**src/rtl/router_pkg.sv**
```systemverilog
// Shared definitions for the router packet transmitter: field widths, limits and FSM states.
package router_pkg;

    localparam int unsigned ADDR_W = 2;
    localparam int unsigned LEN_W = 6;
    localparam int unsigned MAX_LEN = 63;
    localparam logic [ADDR_W-1:0] DEST_INVALID = 2'b11;

    typedef enum logic [2:0] {
        StIdle,
        StFill,
        StHeader,
        StPayload,
        StParity,
        StWait
    } tx_state_e;

    // Header beat layout on the router wire: length in the upper bits, destination below.
    function automatic logic [7:0] make_header(input logic [LEN_W-1:0] l,
                                               input logic [ADDR_W-1:0] d);
        return {l, d};
    endfunction

endpackage

```
**src/rtl/router_tx_buf.sv**
```systemverilog
// Payload buffer: one synchronous write port, one combinational read port.
module router_tx_buf #(
    parameter int unsigned DEPTH = 64,
    parameter int unsigned AW = (DEPTH > 1) ? $clog2(DEPTH) : 1
) (
    input  logic          clk,
    input  logic          we,
    input  logic [AW-1:0] waddr,
    input  logic [7:0]    wdata,
    input  logic [AW-1:0] raddr,
    output logic [7:0]    rdata
);

    logic [7:0] mem [DEPTH];

    always_ff @(posedge clk) begin
        if (we) begin
            mem[waddr] <= wdata;
        end
    end

    assign rdata = mem[raddr];

endmodule

```
**src/rtl/router_pkt_tx.sv**
```systemverilog
// Router packet transmitter: buffers a whole payload, then sends header, payload and parity
// beats on the router din/pkt_valid interface, stalling header/payload beats on busy.
module router_pkt_tx
    import router_pkg::*;
#(
    parameter int unsigned DEPTH = 64
) (
    input  logic              clk,
    input  logic              rst,
    input  logic              start,
    input  logic [ADDR_W-1:0] dest,
    input  logic [LEN_W-1:0]  len,
    output logic              req_ready,
    output logic              req_rej,
    input  logic [7:0]        pld_data,
    input  logic              pld_valid,
    output logic              pld_ready,
    output logic [7:0]        din,
    output logic              pkt_valid,
    input  logic              busy,
    input  logic              err,
    output logic              done,
    output logic              done_err
);

    localparam int unsigned AW = (DEPTH > 1) ? $clog2(DEPTH) : 1;

    tx_state_e state_q, state_d;

    logic [ADDR_W-1:0] dest_q, dest_d;
    logic [LEN_W-1:0]  len_q, len_d;
    logic [LEN_W-1:0]  cnt_q, cnt_d;
    logic [LEN_W-1:0]  rd_ptr_q, rd_ptr_d;
    logic [7:0]        par_q, par_d;
    logic [7:0]        din_q, din_d;
    logic              pkt_valid_q, pkt_valid_d;
    logic              done_q, done_d;
    logic              done_err_q, done_err_d;
    logic              req_rej_q, req_rej_d;

    logic              buf_we;
    logic [AW-1:0]     buf_waddr;
    logic [AW-1:0]     buf_raddr;
    logic [7:0]        buf_rdata;
    logic [LEN_W-1:0]  last_idx;
    logic              req_legal;

    assign last_idx  = len_q - LEN_W'(1);
    assign req_legal = (len != '0) && (dest != DEST_INVALID);
    assign buf_waddr = AW'(cnt_q);

    router_tx_buf #(
        .DEPTH(DEPTH),
        .AW   (AW)
    ) u_buf (
        .clk  (clk),
        .we   (buf_we),
        .waddr(buf_waddr),
        .wdata(pld_data),
        .raddr(buf_raddr),
        .rdata(buf_rdata)
    );

    always_comb begin
        state_d     = state_q;
        dest_d      = dest_q;
        len_d       = len_q;
        cnt_d       = cnt_q;
        rd_ptr_d    = rd_ptr_q;
        par_d       = par_q;
        din_d       = din_q;
        pkt_valid_d = pkt_valid_q;
        done_d      = 1'b0;
        done_err_d  = done_err_q;
        req_rej_d   = 1'b0;
        buf_we      = 1'b0;
        // Look one byte ahead so the consuming edge can load the next beat directly.
        buf_raddr   = AW'(rd_ptr_q + LEN_W'(1));

        unique case (state_q)
            StIdle: begin
                if (start) begin
                    if (req_legal) begin
                        dest_d     = dest;
                        len_d      = len;
                        cnt_d      = '0;
                        par_d      = '0;
                        done_err_d = 1'b0;
                        state_d    = StFill;
                    end else begin
                        req_rej_d = 1'b1;
                    end
                end
            end
            StFill: begin
                if (pld_valid) begin
                    buf_we = 1'b1;
                    par_d  = par_q ^ pld_data;
                    cnt_d  = cnt_q + LEN_W'(1);
                    if (cnt_q == last_idx) begin
                        din_d       = make_header(len_q, dest_q);
                        pkt_valid_d = 1'b1;
                        state_d     = StHeader;
                    end
                end
            end
            StHeader: begin
                buf_raddr = '0;
                if (!busy) begin
                    par_d    = par_q ^ din_q;
                    rd_ptr_d = '0;
                    din_d    = buf_rdata;
                    state_d  = StPayload;
                end
            end
            StPayload: begin
                if (!busy) begin
                    if (rd_ptr_q == last_idx) begin
                        din_d       = par_q;
                        pkt_valid_d = 1'b0;
                        state_d     = StParity;
                    end else begin
                        rd_ptr_d = rd_ptr_q + LEN_W'(1);
                        din_d    = buf_rdata;
                    end
                end
            end
            StParity: begin
                // The router always captures parity here, so busy is ignored.
                din_d   = '0;
                state_d = StWait;
            end
            StWait: begin
                done_err_d = done_err_q | err;
                if (!busy) begin
                    done_d  = 1'b1;
                    state_d = StIdle;
                end
            end
            default: begin
                state_d = StIdle;
            end
        endcase
    end

    always_ff @(posedge clk) begin
        if (rst) begin
            state_q     <= StIdle;
            dest_q      <= '0;
            len_q       <= '0;
            cnt_q       <= '0;
            rd_ptr_q    <= '0;
            par_q       <= '0;
            din_q       <= '0;
            pkt_valid_q <= 1'b0;
            done_q      <= 1'b0;
            done_err_q  <= 1'b0;
            req_rej_q   <= 1'b0;
        end else begin
            state_q     <= state_d;
            dest_q      <= dest_d;
            len_q       <= len_d;
            cnt_q       <= cnt_d;
            rd_ptr_q    <= rd_ptr_d;
            par_q       <= par_d;
            din_q       <= din_d;
            pkt_valid_q <= pkt_valid_d;
            done_q      <= done_d;
            done_err_q  <= done_err_d;
            req_rej_q   <= req_rej_d;
        end
    end

    assign req_ready = (state_q == StIdle);
    assign pld_ready = (state_q == StFill);
    assign din       = din_q;
    assign pkt_valid = pkt_valid_q;
    assign done      = done_q;
    assign done_err  = done_err_q;
    assign req_rej   = req_rej_q;

endmodule

```
**config.mk**
```make
export PLATFORM = sky130hd
export DESIGN_NAME = router_pkt_tx
export DESIGN_NICKNAME = d
export VERILOG_FILES = /design/src/rtl/router_pkg.sv /design/src/rtl/router_tx_buf.sv /design/src/rtl/router_pkt_tx.sv
export SDC_FILE = /design/constraint.sdc
export NUM_CORES = 1
export LEC_CHECK = 0
export ABC_CLOCK_PERIOD_IN_PS = 3900
export CORE_MARGIN = 2
export CORE_UTILIZATION = 55
export DETAILED_ROUTE_END_ITERATION = 12
export GPL_TIMING_DRIVEN = 0
export PLACE_DENSITY = 0.71
export SYNTH_ARGS = -nofsm -noshare
export SYNTH_HDL_FRONTEND = slang
export SYNTH_SLANG_ARGS = --single-unit
```
**constraint.sdc**
```tcl
create_clock -name clk -period 3.9 [get_ports clk]
set_clock_uncertainty 0.15 [all_clocks]
set_input_delay 0.39 -clock clk [delete_from_list [all_inputs] [get_ports clk]]
set_output_delay 0.39 -clock clk [all_outputs]
set_load 0.03 [all_outputs]
```
==> summary.md, run 1 <==
| Metric | Value |
|---|---|
| Status | complete, but fails checks |
| Failing checks | negative setup slack |
| Slowest stage delay, CP | 0.88 ns |
| Asr flop ratio synth | 0 |
| RR Endpoint | u_buf.mem[42][4] |
| Top cell type by total area after synthesis | edfxtp_1 |
| Die area | 44300 sq um |
| Routed WL | 84600 um |
| Routability congestion estimate | 1.01 |
| Crit path launch type | flop |
| Clk root buf | clkbuf_16 |
| Synth Warn # | 0 |
| Initial core utilization | 0.557 |
| CP arrival | 4.07 ns |
| CTS clock-pin slew for the worst setup and hold paths | 0.06 ns |
| CP max-delay cell | nor2_1 |
| CTS Buf Count | 56 |
| Kind of critical path | reg -> reg |
| RSZ-0062 raised after global routing | true |
| Clock Sinks | 555 |
| Via total after detailed routing | 16700 |
| Initial DRC Count | 2691 |
| Total power draw | 14.6 mW |
| Die Ht | 210 um |
| Worst Hold Slack | 0.0448 ns |
| Fraction of layout cells with a size suffix above 1 | 0.170 |
| Detailed placer's ending HPWL | 55400 um |
| CP Max Fanout | 10 |
| First-pass GRT wire length | 117000 um |
| Peak Freq | 0.251 GHz |
| Post-Route Setup TNS | -1.95 ns |
| R2R setup slack | -0.09 ns |
| R2r worst-path depth | 8 |
| Core area | 42000 sq um |
| Fin. Hold Viols | 0 |
| Final instance area | 26700 sq um |
| Worst Hold Class | in -> reg |
| Largest net degree at the start of global routing | 53 |
| Leakage Power | 8.56 nW |
| DRC viols | 0 |
| All-Layer GR Usage | 0.385 |
| Avg WL per Cell | 36.0 um |
| Cell Chain, Critical Path | clkbuf_1, nor2_1, nand2_1, clkinv_1, nand2_1, nor2_1, nand2_1, nor2_1 |
| Synthesized area | 23400 sq um |
| Post-synth top area share | 0.656 |
| Hold EP | u_buf.mem[48][7] |
| CTS tree | yes |
| Crit path time final | 3.99 ns |
| DR vias/cell | 7.12 |
| Port bufs | 34 |
| Worst skew pair latency | 0.62 ns |
| Die width | 210 um |
| Initial antenna violation count | 6 |
| IO Pins | 36 |
| Routed Antenna Nets | 0 |
| WHS Path Cells | 1 |
| Synthesized area per cell | 14.1 sq um |
| Final WS setup | -0.0854 ns |
| Fin. max-slew vios | 0 |
| Cell count after synthesis | 1659 |
| Period Utilization, post-route | 1.02 |
| # nets final | 1789 |
| FF-to-FF Start | state_q[1] |
| CP endpoint kind | flop |
| Pre-Repair DR Iteration Count | 6 |
| Place WS | -0.993 ns |
| Vias in the first global route | 16000 |
| Relative slew margins | 0.0470 |
| Power density cells | 547 nW/um^2 |
| # setup viols final | 45 |
| Max-cap viol count | 0 |
| Fin util | 0.636 |
| H-tree Lvls | 2 |
| Post-route insts no fill | 2348 |
| Flops & latches, synth | 555 |
| Main area contributors after synthesis | edfxtp_1 66%, dfxtp_1 3.7%, mux2i_1 3.0% |
| Worst Path Buf+Inv | 2 |
| Gate family responsible for the most delay along the worst path | simple AND/OR/NAND/NOR gates |
| Clock Path Buffers | 3 |
| Final global-route overflow total | 0 |
| Maximum vdd drop | 0.388 mV |
| Area growth, synth to finish | 14.1% |
| Cell total after placement | 2240 |
| Rows | 75 |
| Ys flop type | edfxtp_1 |
| Placed instance area | 24600 sq um |
| Net Count, Synth | 1684 |
| Worst Tran Pin Value | 1.42 ns |
| Hold Crit Start | pld_data[7] |
| Post-synthesis cell type count | 87 |
| Register area share after synthesis | 0.693 |
| Post-synth EDFFs | 512 |
| WP data required | 3.98 ns |
| CP Depth | 8 |
## how the worst max path moves through the flow
stage                start                to  slack, ns
6_report        state_q[1]  u_buf.mem[42][4]      -0.09
5_1_grt         state_q[1]  u_buf.mem[58][0]      -0.18
4_1_cts         state_q[1]  u_buf.mem[46][2]      -0.11
3_5_place_dp   rd_ptr_q[1]            din[6]      -0.99
3_3_place_gp   rd_ptr_q[1]            din[6]      -0.97
2_1_floorplan  rd_ptr_q[1]            din[3]       1.25
## layout by cell type, fill, tap and decap left out, drive strengths merged, types with 26 or more instances in the layout
cell / Yosys / layout
edfxtp: 512 / 512
nand2: 139 / 139
nor2: 133 / 133
clkbuf: 43 / 116
a21oi: 84 / 84
buf: 73 / 84
mux2i: 71 / 71
o21ai: 70 / 70
nand3: 45 / 45
a211oi: 44 / 44
dfxtp: 43 / 43
clkinv: 1 / 31
mux4: 27 / 27
clkdlybuf4s50: 0 / 26
## cell type report
class                   instances  area [sq um]
repair buffers                 48           505
inverters                      12          45.0
clock inverters                37           310
well taps                     539           674
diodes                          1          2.50
plain buffers                 115           638
fillers                      3124         15300
clock buffers                  65          1480
multi-input cells             976          6850
flip-flops and latches        555         16200
## metal layers
layer / part of all wire / global-route usage / up-vias
li1: - / - / 6683
met1: 0.34 / 0.488 / 8213
met2: 0.44 / 0.577 / 1459
met3: 0.14 / 0.113 / 360
met4: 0.081 / 0.262 / 2
met5: 0.00015 / 0.00111 / -
## report_power, final
| part | internal, mW | total, mW | switching, mW |
|---|---|---|---|
| registers | 6.56 | 6.63 | 0.0710 |
| clock network | 3.02 | 5.33 | 2.30 |
| logic | 0.831 | 2.67 | 1.84 |
## cell usage after synthesis, types with 16 or more instances
master,n
a221oi_1,23
a31oi_1,23
nand2_1,137
mux4_2,27
buf_2,51
clkbuf_1,43
dfxtp_1,43
nor2_1,132
mux2i_1,71
nand3_1,44
a21oi_1,84
o22ai_1,17
nor3_1,20
a211oi_1,43
and2_1,19
o21ai_0,64
nor2b_1,16
edfxtp_1,512
xnor2_1,19
## sequential cells by signal, summed over array words and instances, names as in the netlist
name	count
par_q	8
pkt_valid	1
dest_q	2
u_buf.mem	512
state_q	3
rd_ptr_q	6
done	1
buf_waddr	6
req_rej	1
din	8
done_err	1
len_q	6
## cells by family (layout without fill, tap and decap cells)
family	Yosys count	after routing	share of synthesized area
DFF	555	555	0.693
xor gates and xnor gates	30	30	0.0133
buffers and inverters	128	277	0.0261
and+or+nand+nor	444	444	0.0899
muxes	112	112	0.0630
AOI/OAI and AO/OA	387	387	0.113
adders and majority gates	3	3	0.00160
other	0	1	0
## timing repair
action	4_1_cts	5_1_grt
pin swaps	0	3
endpoints found under the setup margin	80	237
hold buffers	0	0
buffers inserted	0	6
gates resized for setup	50	57
Note: power is estimated with default switching activity, not from simulation.
==> inputs of run 2 (changes only) <==
--- a/config.mk
+++ b/config.mk
@@ -6,11 +6,13 @@
 export NUM_CORES = 1
 export LEC_CHECK = 0
 export ABC_CLOCK_PERIOD_IN_PS = 3900
+export CELL_PAD_IN_SITES_DETAIL_PLACEMENT = 0
+export CELL_PAD_IN_SITES_GLOBAL_PLACEMENT = 2
 export CORE_MARGIN = 2
-export CORE_UTILIZATION = 55
+export CORE_UTILIZATION = 49
 export DETAILED_ROUTE_END_ITERATION = 12
 export GPL_TIMING_DRIVEN = 0
-export PLACE_DENSITY = 0.71
+export PLACE_DENSITY_LB_ADDON = 0.1
 export SYNTH_ARGS = -nofsm -noshare
 export SYNTH_HDL_FRONTEND = slang
 export SYNTH_SLANG_ARGS = --single-unit
==> summary.md, run 2 (same netlist as run 1, synthesis figures left out) <==
| Metric | Value |
|---|---|
| Status | complete, but fails checks |
| Failing checks | negative setup slack |
| Leakage Power | 8.71 nW |
| Clk pwr share | 0.385 |
| Max-cap viol count | 0 |
| Comb power frac | 0.179 |
| Kind of critical path | reg -> reg |
| All-Layer GR Usage | 0.356 |
| CP arrival | 4.11 ns |
| DR vias/cell | 6.78 |
| Largest net degree at the start of global routing | 49 |
| RSZ-0062 raised after global routing | true |
| Most frequent cells in the layout | 512 x edfxtp_1, 136 x nand2_1, 124 x nor2_1, 83 x a21oi_1, 71 x mux2i_1 |
| Initial antenna violation count | 2 |
| Avg WL per Cell | 36.2 um |
| Clk root buf | clkbuf_16 |
| Clock Sinks | 555 |
| Fin. max-slew vios | 0 |
| Routed WL | 88000 um |
| Relative slew margins | 0.216 |
| Crit path from | state_q[1] |
| Worst Hold Class | in -> reg |
| WP data required | 4.00 ns |
| Fin. Hold Viols | 0 |
| Cell Chain, Critical Path | clkbuf_1, nor2_1, nand2_1, clkinv_1, nand2_1, nor2_1, nand3_1, nor2_1 |
| Detailed placer's ending HPWL | 58300 um |
| Maximum vdd drop | 0.528 mV |
| FF-to-FF Start | state_q[1] |
| Slowest stage delay, CP | 1.00 ns |
| Sw frac | 0.285 |
| Fraction of layout cells with a size suffix above 1 | 0.161 |
| Initial DRC Count | 2346 |
| Die width | 223 um |
| Via total after detailed routing | 16500 |
| Routability congestion estimate | 0.941 |
| Rows | 80 |
| Net Sw Power | 4.33 mW |
| Total power draw | 15.2 mW |
| Post-Route Setup TNS | -3.46 ns |
| Final WS setup | -0.117 ns |
| Largest register FFs | 512 |
| Fillers | 3827 |
| IO Pins | 36 |
| Period Utilization, post-route | 1.03 |
| Commonest non-fill, non-tap cell in the layout | edfxtp_1 |
| First-pass GRT wire length | 121000 um |
| Crit path launch type | flop |
| Pre-Repair DR Iteration Count | 6 |
| CTS tree | yes |
| Internal power | 10.9 mW |
| Worst Tran Pin Value | 1.17 ns |
| Worst skew pair latency | 0.64 ns |
| # setup viols final | 42 |
| Final global-route overflow total | 0 |
| Area growth, synth to finish | 15.5% |
| Clock Path Buffers | 3 |
| Power density cells | 562 nW/um^2 |
| CTS Buf Count | 57 |
| CP max-delay cell | nor2_1 |
| Crit path time final | 4.02 ns |
| Largest Register | u_buf.mem |
| Die area | 49600 sq um |
| Port bufs | 34 |
| Fin util | 0.570 |
| Peak Freq | 0.249 GHz |
| H-tree Lvls | 2 |
| Flop pwr share | 0.436 |
| CP dominant cell by count | nor2_1 |
| Routed Antenna Nets | 0 |
| CP Max Fanout | 10 |
| CTS clock-pin slew for the worst setup and hold paths | 0.07 ns |
| Die Ht | 223 um |
| N_diodes | 0 |
| DRC viols | 0 |
| Initial core utilization | 0.494 |
| Core area | 47400 sq um |
| CP endpoint kind | flop |
| Hold Crit Start | pld_data[3] |
| # nets final | 1794 |
| Vias in the first global route | 15900 |
run 2: changes by cell type in the layout (fill, tap and decap cells not counted), moves of 3 or more:
cell	before	now
clkinv_1	14	11
a211oi_2	5	2
buf_2	48	42
buf_4	21	29
nor2_2	27	7
bufinv_16	5	11
clkbuf_1	33	37
clkinv_2	16	10
nor2_1	103	124
run 2: path summary, 6_finish.rpt:
kind | endpoint | slack (ns) | cells past startpoint
setup reg to reg | u_buf.mem[30][6] | -0.12 | 8
hold reg to reg | done_err | 0.36 | 2
setup / recovery | u_buf.mem[30][6] | -0.12 | 8
hold / removal | u_buf.mem[2][3] | 0.09 | 1
run 2: what timing repair did:
action | 4_1_cts | 5_1_grt
hold buffers | 0 | 0
endpoints found under the setup margin | 24 | 103
pin swaps | 4 | 1
cloned | 0 | 0
setup buffers | 8 | 1
gates resized for setup | 56 | 37
run 2: critical path, delay by kind of cell (launching register included):
| kind | cells | cell delay [ns] |
|---|---|---|
| buffers and inverters | 2 | 0.52 |
| and+or+nand+nor | 6 | 2.62 |
| DFF | 1 | 0.34 |
run 2: per-layer routing:
| metal | global-route usage | vias up | wire [um] |
|---|---|---|---|
| li1 | - | 6705 | - |
| met1 | 0.477 | 8330 | 33900 |
| met2 | 0.520 | 1183 | 37700 |
| met3 | 0.120 | 264 | 11300 |
| met4 | 0.182 | 0 | 5100 |
| met5 | 0 | - | 0 |
run 2: final cells by class:
type / count / area, sq um / area share
Sequential cell: 555 / 16200 / 0.600
Clock buffer: 73 / 1530 / 0.0564
Clock inverter: 33 / 457 / 0.0169
Buffer: 115 / 652 / 0.0241
Timing Repair Buffer: 52 / 568 / 0.0210
Tap cell: 615 / 769 / 0.0284
Multi-Input combinational cell: 976 / 6810 / 0.252
Inverter: 12 / 45.0 / 0.00166
run 2: power by group through the flow:
stage	Clock (mW)	Sequential, mW	Combinational, mW
global placement	0	6.77	2.50
finish	5.87	6.63	2.72
global route	6.08	6.64	2.79
floorplan	0	6.76	1.41
detailed placement	0	6.76	2.52
CTS	5.86	6.63	2.59
run 2: through the flow:
| stage | instances | hold WS, ns | setup slack (ns) | cell area (sq um) |
|---|---|---|---|---|
| 2_1_floorplan | 1659 | 0.308 | 1.25 | 23400 |
| 3_3_place_gp | 2308 | 0.321 | -1.04 | 24500 |
| 3_5_place_dp | 2317 | 0.354 | -1.05 | 24700 |
| 4_1_cts | 2430 | 0.0730 | -0.0322 | 27000 |
| 5_1_grt | 2431 | 0.0868 | -0.230 | 27100 |
| 6_report | 2431 | 0.0877 | -0.117 | 27100 |
==> inputs of run 3 (changes only) <==
--- a/config.mk
+++ b/config.mk
@@ -13,6 +13,7 @@
 export DETAILED_ROUTE_END_ITERATION = 12
 export GPL_TIMING_DRIVEN = 0
 export PLACE_DENSITY_LB_ADDON = 0.1
+export SLEW_MARGIN = 25
 export SYNTH_ARGS = -nofsm -noshare
 export SYNTH_HDL_FRONTEND = slang
 export SYNTH_SLANG_ARGS = --single-unit
==> summary.md, run 3 (same netlist as run 1, synthesis figures left out) <==
| Metric | Value |
|---|---|
| Leakage Power | 8.77 nW |
| # nets final | 1801 |
| Net Sw Power | 4.35 mW |
| Period Utilization, post-route | 1.04 |
| Cell Chain, Critical Path | buf_4, inv_2, buf_1, clkbuf_2, a21boi_0, a211oi_1, o221ai_1, o31ai_1, o211ai_1, a21oi_1, o32ai_1 |
| Sw frac | 0.286 |
| RSZ-0062 raised after global routing | true |
| Crit path launch type | flop |
| Max-cap viol count | 0 |
| WP data required | 4.24 ns |
| CP Max Fanout | 10 |
| Relative slew margins | 0.257 |
| Routed Antenna Nets | 0 |
| Total power draw | 15.2 mW |
| Gr busiest metal | met2 |
| Largest Register | u_buf.mem |
| Via total after detailed routing | 16600 |
| Met3 Usage GRT | 0.107 |
| Largest net degree at the start of global routing | 64 |
| Routed WL | 89000 um |
| Post-route insts no fill | 2439 |
| Power density cells | 558 nW/um^2 |
| Fin. max-slew vios | 0 |
| CTS Buf Count | 58 |
| Comb power frac | 0.180 |
| Clk root buf | clkbuf_16 |
| Placed instance area | 24700 sq um |
| Worst Path Buf+Inv | 4 |
| Largest register FFs | 512 |
| CTS tree | yes |
| Area growth, synth to finish | 16.0% |
| DRC viols | 0 |
| DR vias/cell | 6.81 |
| Met2 usage | 0.530 |
| Vias in the first global route | 15800 |
| Post-Route Setup TNS | -0.443 ns |
| Gate family responsible for the most delay along the worst path | buffers and inverters |
| Pre-Repair DR Iteration Count | 6 |
| Initial DRC Count | 2433 |
| Failing checks | negative setup slack |
| IO Pins | 36 |
| Fin util | 0.573 |
| Cell total after placement | 2316 |
| Die area | 49600 sq um |
| H-tree Lvls | 2 |
| All-Layer GR Usage | 0.360 |
| Detailed placer's ending HPWL | 57900 um |
| Core area | 47400 sq um |
| Met1 usage in global routing | 0.489 |
| Clk pwr share | 0.383 |
| Routability congestion estimate | 0.941 |
| First-pass GRT wire length | 122000 um |
| CP endpoint kind | flop |
| Rows | 80 |
| Final instance area | 27200 sq um |
| Avg WL per Cell | 36.5 um |
| Worst Tran Pin Value | 1.11 ns |
| Status | complete, but fails checks |
| Final WS setup | -0.167 ns |
| Slowest stage delay, CP | 0.81 ns |
| Peak Freq | 0.246 GHz |
| # setup viols final | 5 |
| Crit path time final | 4.07 ns |
| Die width | 223 um |
| Flop pwr share | 0.437 |
| Worst Hold Class | in -> reg |
| Clock Path Buffers | 3 |
| Worst Hold Slack | 0.0307 ns |
| Clock Sinks | 555 |
| Internal power | 10.8 mW |
| Kind of critical path | reg -> reg |
| Final global-route overflow total | 0 |
| Maximum vdd drop | 0.381 mV |
| CP max-delay cell | buf_1 |
| Most frequent cells in the layout | 512 x edfxtp_1, 136 x nand2_1, 114 x nor2_1, 83 x a21oi_1, 71 x mux2i_1 |
| Fin. Hold Viols | 0 |
| Commonest non-fill, non-tap cell in the layout | edfxtp_1 |
| R2R setup slack | -0.17 ns |
| Die Ht | 223 um |
| Initial antenna violation count | 3 |
| Fraction of layout cells with a size suffix above 1 | 0.171 |
| Initial core utilization | 0.494 |
| Worst skew pair latency | 0.63 ns |
| CTS clock-pin slew for the worst setup and hold paths | 0.07 ns |
| Port bufs | 34 |
| Place WS | -1.02 ns |
| CP arrival | 4.40 ns |
-- run 3: layout make-up --
cell class,instances,area [sq um]
antenna,1,2.50
fill,3811,20300
sequential,555,16200
tap,615,769
clock inverter,38,462
inverter,12,45.0
buffer,116,661
clock buffer,69,1510
multi-input combinational,976,6830
timing repair buffer,57,671
-- run 3: per-layer routing --
layer / part of all wire / up-vias
met5: 0.00051 / -
met4: 0.062 / 2
met3: 0.13 / 259
met2: 0.43 / 1198
met1: 0.38 / 8440
li1: - / 6720
-- run 3: path summary, 6_finish.rpt --
path	depth (start not counted)	startpoint	endpoint
max reg2reg	11	rd_ptr_q[0]	din[1]
min	1	pld_data[1]	u_buf.mem[41][1]
max	11	rd_ptr_q[0]	din[1]
min reg2reg	2	done_err	done_err
-- run 3: repair_timing --
action | CTS | global route
cloned | 0 | 0
buffers inserted | 7 | 2
hold buffers | 6 | 0
gates resized for setup | 50 | 41
endpoints found under the hold margin | 46 | 0
pin swaps | 4 | 3
setup endpoints to repair | 24 | 96
-- run 3: power by group through the flow --
stage          registers [mW]  logic [mW]  clock network [mW]
6_report                 6.63        2.73                5.81
5_1_grt                  6.64        2.81                6.04
4_1_cts                  6.63        2.60                5.82
3_5_place_dp             6.76        2.54                   0
3_3_place_gp             6.77        2.50                   0
2_1_floorplan            6.76        1.41                   0
